**config.mk**
```make
export PLATFORM = sky130hd
export DESIGN_NAME = axi4_timed_channel_pipe
export DESIGN_NICKNAME = d
export VERILOG_FILES = /design/src/rtl/axi4_timed_channel_pipe.sv
export SDC_FILE = /design/constraint.sdc
export NUM_CORES = 1
export LEC_CHECK = 0
export BUFFER_PORTS_ARGS = -buffer_cell sky130_fd_sc_hd__buf_2
export CORE_MARGIN = 1.5
export CORE_UTILIZATION = 58
export CTS_CLUSTER_DIAMETER = 150
export DETAILED_ROUTE_END_ITERATION = 6
export GPL_ROUTABILITY_DRIVEN = 0
export PLACE_DENSITY = 0.77
export SYNTH_ARGS = -nofsm -noshare
export SYNTH_HDL_FRONTEND = slang
export SYNTH_SLANG_ARGS = --single-unit
```
**constraint.sdc**
```tcl
create_clock -name clock -period 17.3 [get_ports clock]
set_clock_uncertainty 0.1 [all_clocks]
set_input_delay 3.46 -clock clock [delete_from_list [all_inputs] [get_ports clock]]
set_output_delay 3.46 -clock clock [all_outputs]
set_load 0.01 [all_outputs]
```
**src/rtl/axi4_timed_channel_pipe.sv**
```systemverilog
`default_nettype none
// ============================================================================
// Module   : axi4_timed_channel_pipe
// Brief    : Ready/valid FIFO that holds each AXI4 channel beat for a
//            run-time programmable number of extra cycles before release.
// Revision : 1.0 - initial release
// ============================================================================
module axi4_timed_channel_pipe #(
    parameter int DATA_W = 64,
    parameter int DEPTH  = 8,
    parameter int LAT_W  = 8,
    parameter int CNT_W  = 32
) (
    input  logic                     clock,
    input  logic                     reset,
    input  logic                     flush,
    input  logic [LAT_W-1:0]         lat_cfg,
    input  logic                     in_valid,
    output logic                     in_ready,
    input  logic [DATA_W-1:0]        in_bits,
    output logic                     out_valid,
    input  logic                     out_ready,
    output logic [DATA_W-1:0]        out_bits,
    output logic [$clog2(DEPTH):0]   occupancy,
    output logic [CNT_W-1:0]         stall_count
);

    localparam int                PTR_W   = $clog2(DEPTH);
    localparam logic [PTR_W:0]    c_DEPTH = (PTR_W + 1)'(DEPTH);

    logic [DATA_W-1:0] r_mem [DEPTH];
    logic [LAT_W-1:0]  r_rem [DEPTH];
    logic [PTR_W-1:0]  r_rptr;
    logic [PTR_W-1:0]  r_wptr;
    logic [PTR_W:0]    r_occ;
    logic [CNT_W-1:0]  r_stall;

    logic              w_enq;
    logic              w_deq;
    logic [DEPTH-1:0]  w_live;

    assign in_ready    = (r_occ < c_DEPTH) && !flush;
    assign out_valid   = (r_occ != '0) && (r_rem[r_rptr] == '0) && !flush;
    assign out_bits    = r_mem[r_rptr];
    assign occupancy   = r_occ;
    assign stall_count = r_stall;

    assign w_enq = in_valid && in_ready;
    assign w_deq = out_valid && out_ready;

    // An entry is live when its distance from the read pointer is below occupancy.
    always_comb begin
        w_live = '0;
        for (int i = 0; i < DEPTH; i++) begin
            w_live[i] = ({1'b0, PTR_W'(i) - r_rptr}) < r_occ;
        end
    end

    // Payload storage carries no reset; only the control state is cleared.
    always_ff @(posedge clock) begin
        if (w_enq) begin
            r_mem[r_wptr] <= in_bits;
        end
    end

    always_ff @(posedge clock or posedge reset) begin
        if (reset) begin
            for (int i = 0; i < DEPTH; i++) begin
                r_rem[i] <= '0;
            end
        end else begin
            for (int i = 0; i < DEPTH; i++) begin
                if (flush) begin
                    r_rem[i] <= '0;
                end else if (w_enq && (r_wptr == PTR_W'(i))) begin
                    r_rem[i] <= lat_cfg;
                end else if (w_live[i] && (r_rem[i] != '0)) begin
                    r_rem[i] <= r_rem[i] - 1'b1;
                end
            end
        end
    end

    always_ff @(posedge clock or posedge reset) begin
        if (reset) begin
            r_rptr <= '0;
            r_wptr <= '0;
            r_occ  <= '0;
        end else if (flush) begin
            r_rptr <= '0;
            r_wptr <= '0;
            r_occ  <= '0;
        end else begin
            if (w_enq) begin
                r_wptr <= r_wptr + 1'b1;
            end
            if (w_deq) begin
                r_rptr <= r_rptr + 1'b1;
            end
            case ({w_enq, w_deq})
                2'b10:   r_occ <= r_occ + 1'b1;
                2'b01:   r_occ <= r_occ - 1'b1;
                default: r_occ <= r_occ;
            endcase
        end
    end

    // Stall counter survives flush and saturates at all-ones.
    always_ff @(posedge clock or posedge reset) begin
        if (reset) begin
            r_stall <= '0;
        end else if (out_valid && !out_ready && (r_stall != '1)) begin
            r_stall <= r_stall + 1'b1;
        end
    end

endmodule
`default_nettype wire

```
# ---- Word level (Yosys, flattened, before mapping)
# Memory sizes are Yosys's and may differ from the RTL's.
# Cells that the tools add are included.
# Widths: inputs -> output; s select.
dict set report totals {
  regBits 106
  mem_bits_rw 512
  output_inout_bits 102
  inputBits 77
  elab_cells 137
  memories 1
}
# memory words width rd rd_clocked_by_memory_dff wr line
set memory_table {}
lappend memory_table {r_mem 8 64 1 0 1 31} ;# logic [DATA_W-1:0] r_mem [DEPTH];
dict set report classes {
  n_reduce_logical 47
  mux 35
  order_cmp 10
  bitwise 1
  addsub 21
  eq_ne 10
}
# op count
set op_table {}
lappend op_table {{$mux 8} 26}
lappend op_table {{$reduce_bool 8->1} 8}
lappend op_table {{$sub 8x1->8 const B} 8}
lappend op_table {{$add 32x1->32 const B} 1}
lappend op_table {{$lt 3x4->1} 8}
lappend op_table {{$ne 32x32->1 const B} 1}
lappend op_table {{$reduce_bool 3->1} 9}
lappend op_table {{$bmux 8 s3} 1}
lappend op_table {{$logic_and 1x1->1} 23}
lappend op_table {{$eq 3x3->1 const B} 4}
lappend op_table {{$mux 3} 4}
lappend op_table {{$sub 3x3->3 const A} 4}
lappend op_table {{$logic_not 8->1} 1}
lappend op_table {{$pmux 4 s2} 1}
lappend op_table {{$add 3x1->3 const B} 2}
lappend op_table {{$eq 3x2->1 const B} 2}
lappend op_table {{$sub 1x3->3 const A} 2}
lappend op_table {{$sub 2x3->3 const A} 2}
lappend op_table {{$add 4x1->4 const B} 1}
lappend op_table {{$ge 4x4->1 const B} 1}
lappend op_table {{$lt 4x4->1 const B} 1}
lappend op_table {{$mux 4} 1}
lappend op_table {{$not 3->4} 1}
lappend op_table {{$reduce_bool 2->1} 2}
lappend op_table {{other kinds (8)} 10}

# ---- Depth between registers and ports, before layout
# Gate-level depths: netlist (run 1).
dict set report depth {
  ltp_word 11
  depth_mapped 13
}

# ---- Worst setup path after synthesis (run 1)
# OpenSTA, ideal clock, no wires.
dict set report synth_timing {
  path_kind {in2reg}
  startpoint {in flush}
  endpoint {mem r_mem[0][0] (enable)}
  setup_ps 565
  slack_ps 7787
  t_required_ps 16635
  arrival_ps 8848
  n_path_buf 3
  path_stages 7
  cell_sequence {clkbuf_1 inv_1 and2_1 clkbuf_1 clkbuf_1 nand2_1 nor3_1}
}
dict set report synth_between {
  elab_chain_cells 5
}
# element line
set synth_rtl {}
lappend synth_rtl {{start, declared} 16} ;# input logic flush,
lappend synth_rtl {{$logic_not 1->1} 42} ;# assign in_ready = (r_occ < c_DEPTH) && !flush;
lappend synth_rtl {{$logic_and 1x1->1} 42}
lappend synth_rtl {{$logic_and 1x1->1} 48} ;# assign w_enq = in_valid && in_ready;
lappend synth_rtl {{$mux 1} 61} ;# if (w_enq) begin
lappend synth_rtl {{$mux 1 (implied by the code)} 62} ;# r_mem[r_wptr] <= in_bits;
lappend synth_rtl {{end, declared} 31}
# No other way between the ends.

# ---- Final worst setup path (run 1)
dict set report layout_timing {
  startpoint {in flush}
  endpoint {out out_valid}
}
dict set report layout_between {
  elab_chain_cells 2
}
# element line
set layout_rtl {}
lappend layout_rtl {{$logic_not 1->1} 43} ;# assign out_valid = (r_occ != '0) && (r_rem[r_rptr] == '0) && !flush;
lappend layout_rtl {{$logic_and 1x1->1} 43}
lappend layout_rtl {{end, declared} 21} ;# output logic out_valid,
# No other way between the ends.

==> results of run 1 <==
==> synth_stat cells (20+ instances only) <==
master and number:
nor2_1 111, nor3_1 28, ha_1 39, inv_1 43, a211oi_1 57, edfxtp_1 512, dfrtp_1 106, nand3_1 45
a21oi_1 20, xor2_1 54, mux4_2 133, nand2_1 232, clkbuf_1 49, xnor2_1 35
==> per-stage QoR <==
step | power, uW | hold WS, ns | worst slack (ns)
after floorplan | 2200 | 0.416 | 7.79
after global placement | 2350 | 0.369 | 8.71
after detailed placement | 2360 | 0.375 | 8.68
after CTS | 3580 | 0.387 | 8.69
after global routing | 3700 | 0.414 | 8.49
final | 3560 | 0.381 | 8.68
==> flip-flops by register name, summed over array words and instances (netlist names) <==
name         cells
occupancy        4
r_mem          512
r_rem           64
r_rptr           3
r_wptr           3
stall_count     32
==> kinds of logic after synthesis <==
group / after synthesis
DFF: 618
and+or+nand+nor: 507
muxes: 144
AOI/OAI and AO/OA: 125
buffers and inverters: 125
xor gates and xnor gates: 89
adders and majority gates: 40
==> power by group <==
| group | internal, uW | switching, uW |
|---|---|---|
| combinational | 269 | 325 |
| sequential | 1680 | 69.2 |
| clock | 673 | 548 |
==> area by class of cell <==
cell class / instances / area share (%)
clock buffer: 70 / 5.13
tap: 592 / 2.50
antenna: 3 / 0.0254
multi-input combinational: 905 / 26.1
clock inverter: 39 / 1.09
inverter: 44 / 0.567
sequential: 618 / 61.0
timing repair buffer: 199 / 3.59
==> path summary, 6_finish.rpt <==
path / to / start / slack, ns / depth (start not counted)
setup / recovery: out_valid / flush / 8.68 / 7
hold / removal: stall_count[5] / stall_count[5] / 0.38 / 1
setup reg to reg: occupancy[3] / r_rptr[0] / 13.10 / 11
hold reg to reg: stall_count[5] / stall_count[5] / 0.38 / 1
max in group asynchronous: r_rptr[0] / reset / 12.98 / 3
min in group asynchronous: stall_count[14] / reset / 2.81 / 2
==> routing by layer <==
metal / share of wire (%) / routed length (um) / GRT usage, %
met3: 7.0 / 4080 / 5.34
met1: 40 / 22900 / 33.2
met2: 50 / 28800 / 41.6
met5: 0.13 / 76 / 0
met4: 3.5 / 2050 / 10.0
==> out/metrics.csv, run 1 <==
metric,value,unit
largest family of logic cells by synthesized area,multiplexers,
Crit path required time,13.74,ns
vias,15200,
TNS Setup,0,ns
I/O Buffers,178,
Worst EP arrival,5.06,ns
Async SR Flop Fraction,17.2,%
NumNets Final,1944,
# setup viols final,0,
Post-synth EDFFs,512,
Storage cell area,18000,um^2
max-slew violations,0,
1st-iter DRT viols,1376,
hold crit path type,reg2reg,
most frequent CP cell,buf_2,
multi-input logic area,7730,um^2
Final Hold Viols,0,
syn nets,1765,
RSZ-0062 raised after global routing,false,
post-layout util,66.6,%
I/O pin count,179,
post-layout instance area,29600,um^2
clock-pin slew on the worst setup and hold paths,0.06,ns
Cells after Synth,1648,
Peak VDD IR,0.0958,mV
critical path's slowest cell,buf_4,
die area,46500,um^2
XOR/XNOR share of the synthesized area,2.97,%
height of the die,216,um
DRC,0,
Synth Area in Adders,1.94,%
outcome,"finished, final reports clean",
Congestion Overflow GR,0,
CP Capture Type,output pin,
# fillers,2944,
Max Freq,116,MHz
"commonest cells after routing, fill and taps aside","edfxtp_1, nand2_1, buf_2, mux4_2, nor2_1",
hpwl dp,31900,um
largest net degree at the start of global routing,114,
vias in the first global route,15500,
max-cap violations,0,
"Seq/Total Area, Yosys",68.8,%
root buffer cell,clkbuf_16,
Worst path top cell family by delay,buffers and inverters,
area fraction in compound gates after synthesis,3.40,%
final WL,57900,um
Setup crit start kind,input port,
period utilization,49.8,%
Seq cells post-synth,618,
post-cts sizing count,0,
share of post-route cells with drive strength above 1,24.0,%
antenna violations before repair,8,
Mapped Area,26200,um^2
Netlist cell types,65,
htree depth,2,
crit path kind,in2out,
clock sink count,618,
Pleak,0.0106,uW
"top cells by area, synth","edfxtp_1, mux4_2, dfrtp_1",
Layout Cells excl Fill,2470,
"commonest non-fill, non-tap cell in the layout",edfxtp_1,
Syn. warnings,0,
first-pass GRT wire length,89100,um
Die Wd,216,um
Yosys top cell area share,58.6,%
clk buf depth,3,
post-route antenna net violation count,0,
Slew HR,25.6,%
Placement Cell Area,27700,um^2
critical path's largest stage delay,0.60,ns
drt via density,6.13,
row cnt,77,
Post-Synth Simple-Gate Area,9.04,%
top_reg_cell synth,edfxtp_1,
PwrDens,120,nW/um^2
hold_buf cts,0,
worst-margin pin slew,1.12,ns
synth-to-layout area growth,12.8,%
"Clk Latency, worst-skew pair",0.63,ns
Starting Density,59.0,%
placed insts,2358,
Num CTS Buffers,59,
crit path max fanout,71,
Avg Synthesized Cell Area,15.9,um^2
postcts setup bufs,0,
"critical path, cell by cell",buf_2 > buf_4 > inv_1 > o221ai_1 > nor2_1 > and2_1 > buf_2,
drt first pass iters,5,
global-route usage over all layers,25.3,%
mux cell area share after synthesis,11.9,%
Avg WL per Cell,23.5,um
fin crit period,8.62,ns
CP Buf/Inv Count,4,
area of the core,44400,um^2
CTS tree,built,
largest area contributor in the netlist,edfxtp_1,
(Power assumes the default switching activity.)
==> inputs of run 2 (changes only) <==
--- a/config.mk
+++ b/config.mk
@@ -7,11 +7,11 @@
 export LEC_CHECK = 0
 export BUFFER_PORTS_ARGS = -buffer_cell sky130_fd_sc_hd__buf_2
 export CORE_MARGIN = 1.5
-export CORE_UTILIZATION = 58
+export CORE_UTILIZATION = 55
 export CTS_CLUSTER_DIAMETER = 150
 export DETAILED_ROUTE_END_ITERATION = 6
 export GPL_ROUTABILITY_DRIVEN = 0
-export PLACE_DENSITY = 0.77
+export PLACE_DENSITY = 0.76
 export SYNTH_ARGS = -nofsm -noshare
 export SYNTH_HDL_FRONTEND = slang
 export SYNTH_SLANG_ARGS = --single-unit
==> constraint.sdc (replaced) <==
create_clock -name clock -period 7.7 [get_ports clock]
set_clock_uncertainty 0.1 [all_clocks]
set_input_delay 1.54 -clock clock [delete_from_list [all_inputs] [get_ports clock]]
set_output_delay 1.54 -clock clock [all_outputs]
set_load 0.01 [all_outputs]
==> run 2 against run 1 <==
Sequential share of layout area fell by 0.31 points. Combinational power rose by 120%. Global-route usage fell by 1.4 points. Register-to-register slack got worse by 9.8 ns. Non-clock buffer count fell by 4. Setup slack got worse by 6.1 ns. Die area rose by 5.4%. Sequential power rose by 120%. Clock-buffer cell count rose by 2. Wire length fell by 0.24%. Via count fell by 0.33%. Final cell count rose by 0.93%. Highest routed layer unchanged.
==> out/metrics.csv, run 2 (same netlist as run 1, synthesis figures left out) <==
metric,value,unit,change
CTS tree,built,,
root buffer cell,clkbuf_16,,
synth-to-layout area growth,13.4,%,
vias in the first global route,15300,,-0.80%
fin crit period,5.16,ns,
height of the die,221,um,+2.7%
max reg flops,512,,unchanged
I/O pin count,179,,unchanged
htree depth,2,,unchanged
post-route antenna net violation count,0,,unchanged
CP Capture Type,output pin,,
clock-pin slew on the worst setup and hold paths,0.07,ns,about the same
most flop-heavy register,r_mem,,
metal2 WL,28800,um,about the same
PwrDens,275,nW/um^2,+130%
first-pass GRT wire length,89500,um,+0.39%
critical path's largest stage delay,0.88,ns,+0.28 ns
max-slew violations,0,,unchanged
sw frac,26.7,%,+0.23 points
# fillers,3191,,+8.4%
drt first pass iters,7,,+2
critical path's slowest cell,buf_4,,
Max Freq,194,MHz,
combinational power share,16.3,%,-0.4 points
Worst EP arrival,3.52,ns,-1.54 ns
Internal Power,5990,uW,+130%
max-cap violations,0,,unchanged
Final Hold Viols,0,,unchanged
hold_buf cts,0,,unchanged
die area,49000,um^2,+5.4%
Die Wd,221,um,+2.7%
crit path max fanout,80,,+13%
global-route usage over all layers,23.9,%,-1.4 points
crit path kind,reg2out,,
Worst path top cell family by delay,buffers and inverters,,
Peak VDD IR,0.241,mV,+150%
post-cts sizing count,0,,unchanged
share of post-route cells with drive strength above 1,24.5,%,+0.55 points
final WL,57800,um,-0.24%
Avg WL per Cell,23.2,um,-1.2%
largest net degree at the start of global routing,108,,-5.3%
Starting Density,56.1,%,-3.0 points
metal1 wirelength,23600,um,+3.2%
clk buf depth,3,,unchanged
"commonest non-fill, non-tap cell in the layout",edfxtp_1,,
"critical path, cell by cell",buf_4 > mux4_2 > nor2_1 > a21oi_1 > nor4_4 > and2_1 > buf_2,,
NumNets Final,1942,,-0.10%
Num CTS Buffers,61,,+3.4%
postcts setup bufs,0,,unchanged
multi-input logic area,7730,um^2,unchanged
CP Buf/Inv Count,2,,-2
DRC,0,,unchanged
P_sw,2180,uW,+130%
hold_ws,0.399,ns,+0.0175 ns
vias,15100,,-0.33%
I/O Buffers,178,,unchanged
1st-iter DRT viols,1486,,+8.0%
hpwl dp,32400,um,+1.4%
worst-margin pin slew,1.18,ns,+0.0626 ns
Crit path required time,6.06,ns,-7.68 ns
Congestion Overflow GR,0,,unchanged
Setup crit start kind,flip-flop,,
Routed met3 length,3930,um,-3.7%
area of the core,46800,um^2,+5.3%
clock sink count,618,,unchanged
Slew HR,21.4,%,-4.2 points
Storage cell area,18000,um^2,unchanged
outcome,"finished, final reports clean",,
hold crit path type,reg2reg,,
drt via density,6.06,,-1.2%
clock group share of total power,35.6,%,+1.3 points
post-layout util,63.6,%,-3.0 points
antenna violations before repair,10,,+2
Pleak,0.0106,uW,+0.43%
"commonest cells after routing, fill and taps aside","edfxtp_1, nand2_1, buf_2, mux4_2, nor2_1",,
Flop pwr share,48.2,%,-0.8 points
RSZ-0062 raised after global routing,false,,
row cnt,79,,+2.6%
Highest Signal Layer,met5,,
TNS Setup,0,ns,unchanged
"Clk Latency, worst-skew pair",0.64,ns,about the same
# setup viols final,0,,unchanged
period utilization,67.0,%,
## run 2: cell types whose count changed in the layout (fill, tap and decap cells not counted), moves of 2 or more
cell / before / now
clkinvlp_4: 5 / 8
buf_4: 20 / 16
clkbuf_16: 59 / 61
clkinv_1: 17 / 10
diode_2: 3 / 8
clkinv_2: 10 / 14
## run 2: metal layers
layer	up-vias	track usage [%]
li1	6669	-
met1	7752	32.2
met2	568	39.6
met3	107	4.63
met4	6	7.59
met5	-	0
## run 2: final cells by class
class	instances	share of cell area [%]
clock buffers	72	5.31
multi-input cells	905	26.0
repair buffers	195	3.47
inverters	44	0.564
well taps	607	2.55
flip-flops and latches	618	60.7
diodes	8	0.0673
clock inverters	44	1.38
## run 2: final timing paths
| check | from | depth (start not counted) | end | slack [ns] |
|---|---|---|---|---|
| hold reg to reg | stall_count[31] | 1 | stall_count[31] | 0.40 |
| min in group asynchronous | reset | 2 | stall_count[8] | 0.80 |
| hold / removal | stall_count[31] | 1 | stall_count[31] | 0.40 |
| max in group asynchronous | reset | 3 | r_rptr[1] | 5.27 |
| setup reg to reg | r_rptr[2] | 12 | occupancy[3] | 3.32 |
| setup / recovery | r_rptr[2] | 7 | out_valid | 2.54 |
## run 2: power by group through the flow
stage / clock network (uW) / logic (uW) / registers [uW]
floorplan: 0 / 1000 / 3940
detailed placement: 0 / 1320 / 4000
global route: 3070 / 1450 / 3950
finish: 2910 / 1330 / 3930
CTS: 2950 / 1340 / 3930
global placement: 0 / 1290 / 3990
## run 2: worst register-to-register path, stage by stage (launching register included)
cell	delay, ns
dfrtp_4	0.41
buf_4	0.88
mux4_2	0.64
nor2_1	0.09
a21oi_1	0.07
nor4_4	0.42
nand2_1	0.20
nor2_1	0.26
ha_1	0.28
a21o_1	0.18
a21o_1	0.20
or4_1	0.40
a31oi_1	0.17
## run 2: stage by stage
stage	setup slack, ns	instance area (um^2)	instances	power [uW]
final	2.54	29700	2493	8170
after global routing	2.30	29700	2489	8470
after CTS	2.48	29700	2485	8220
after detailed placement	2.57	27700	2369	5320
after global placement	2.61	27700	2369	5280
after floorplan	0.107	26200	1648	4940
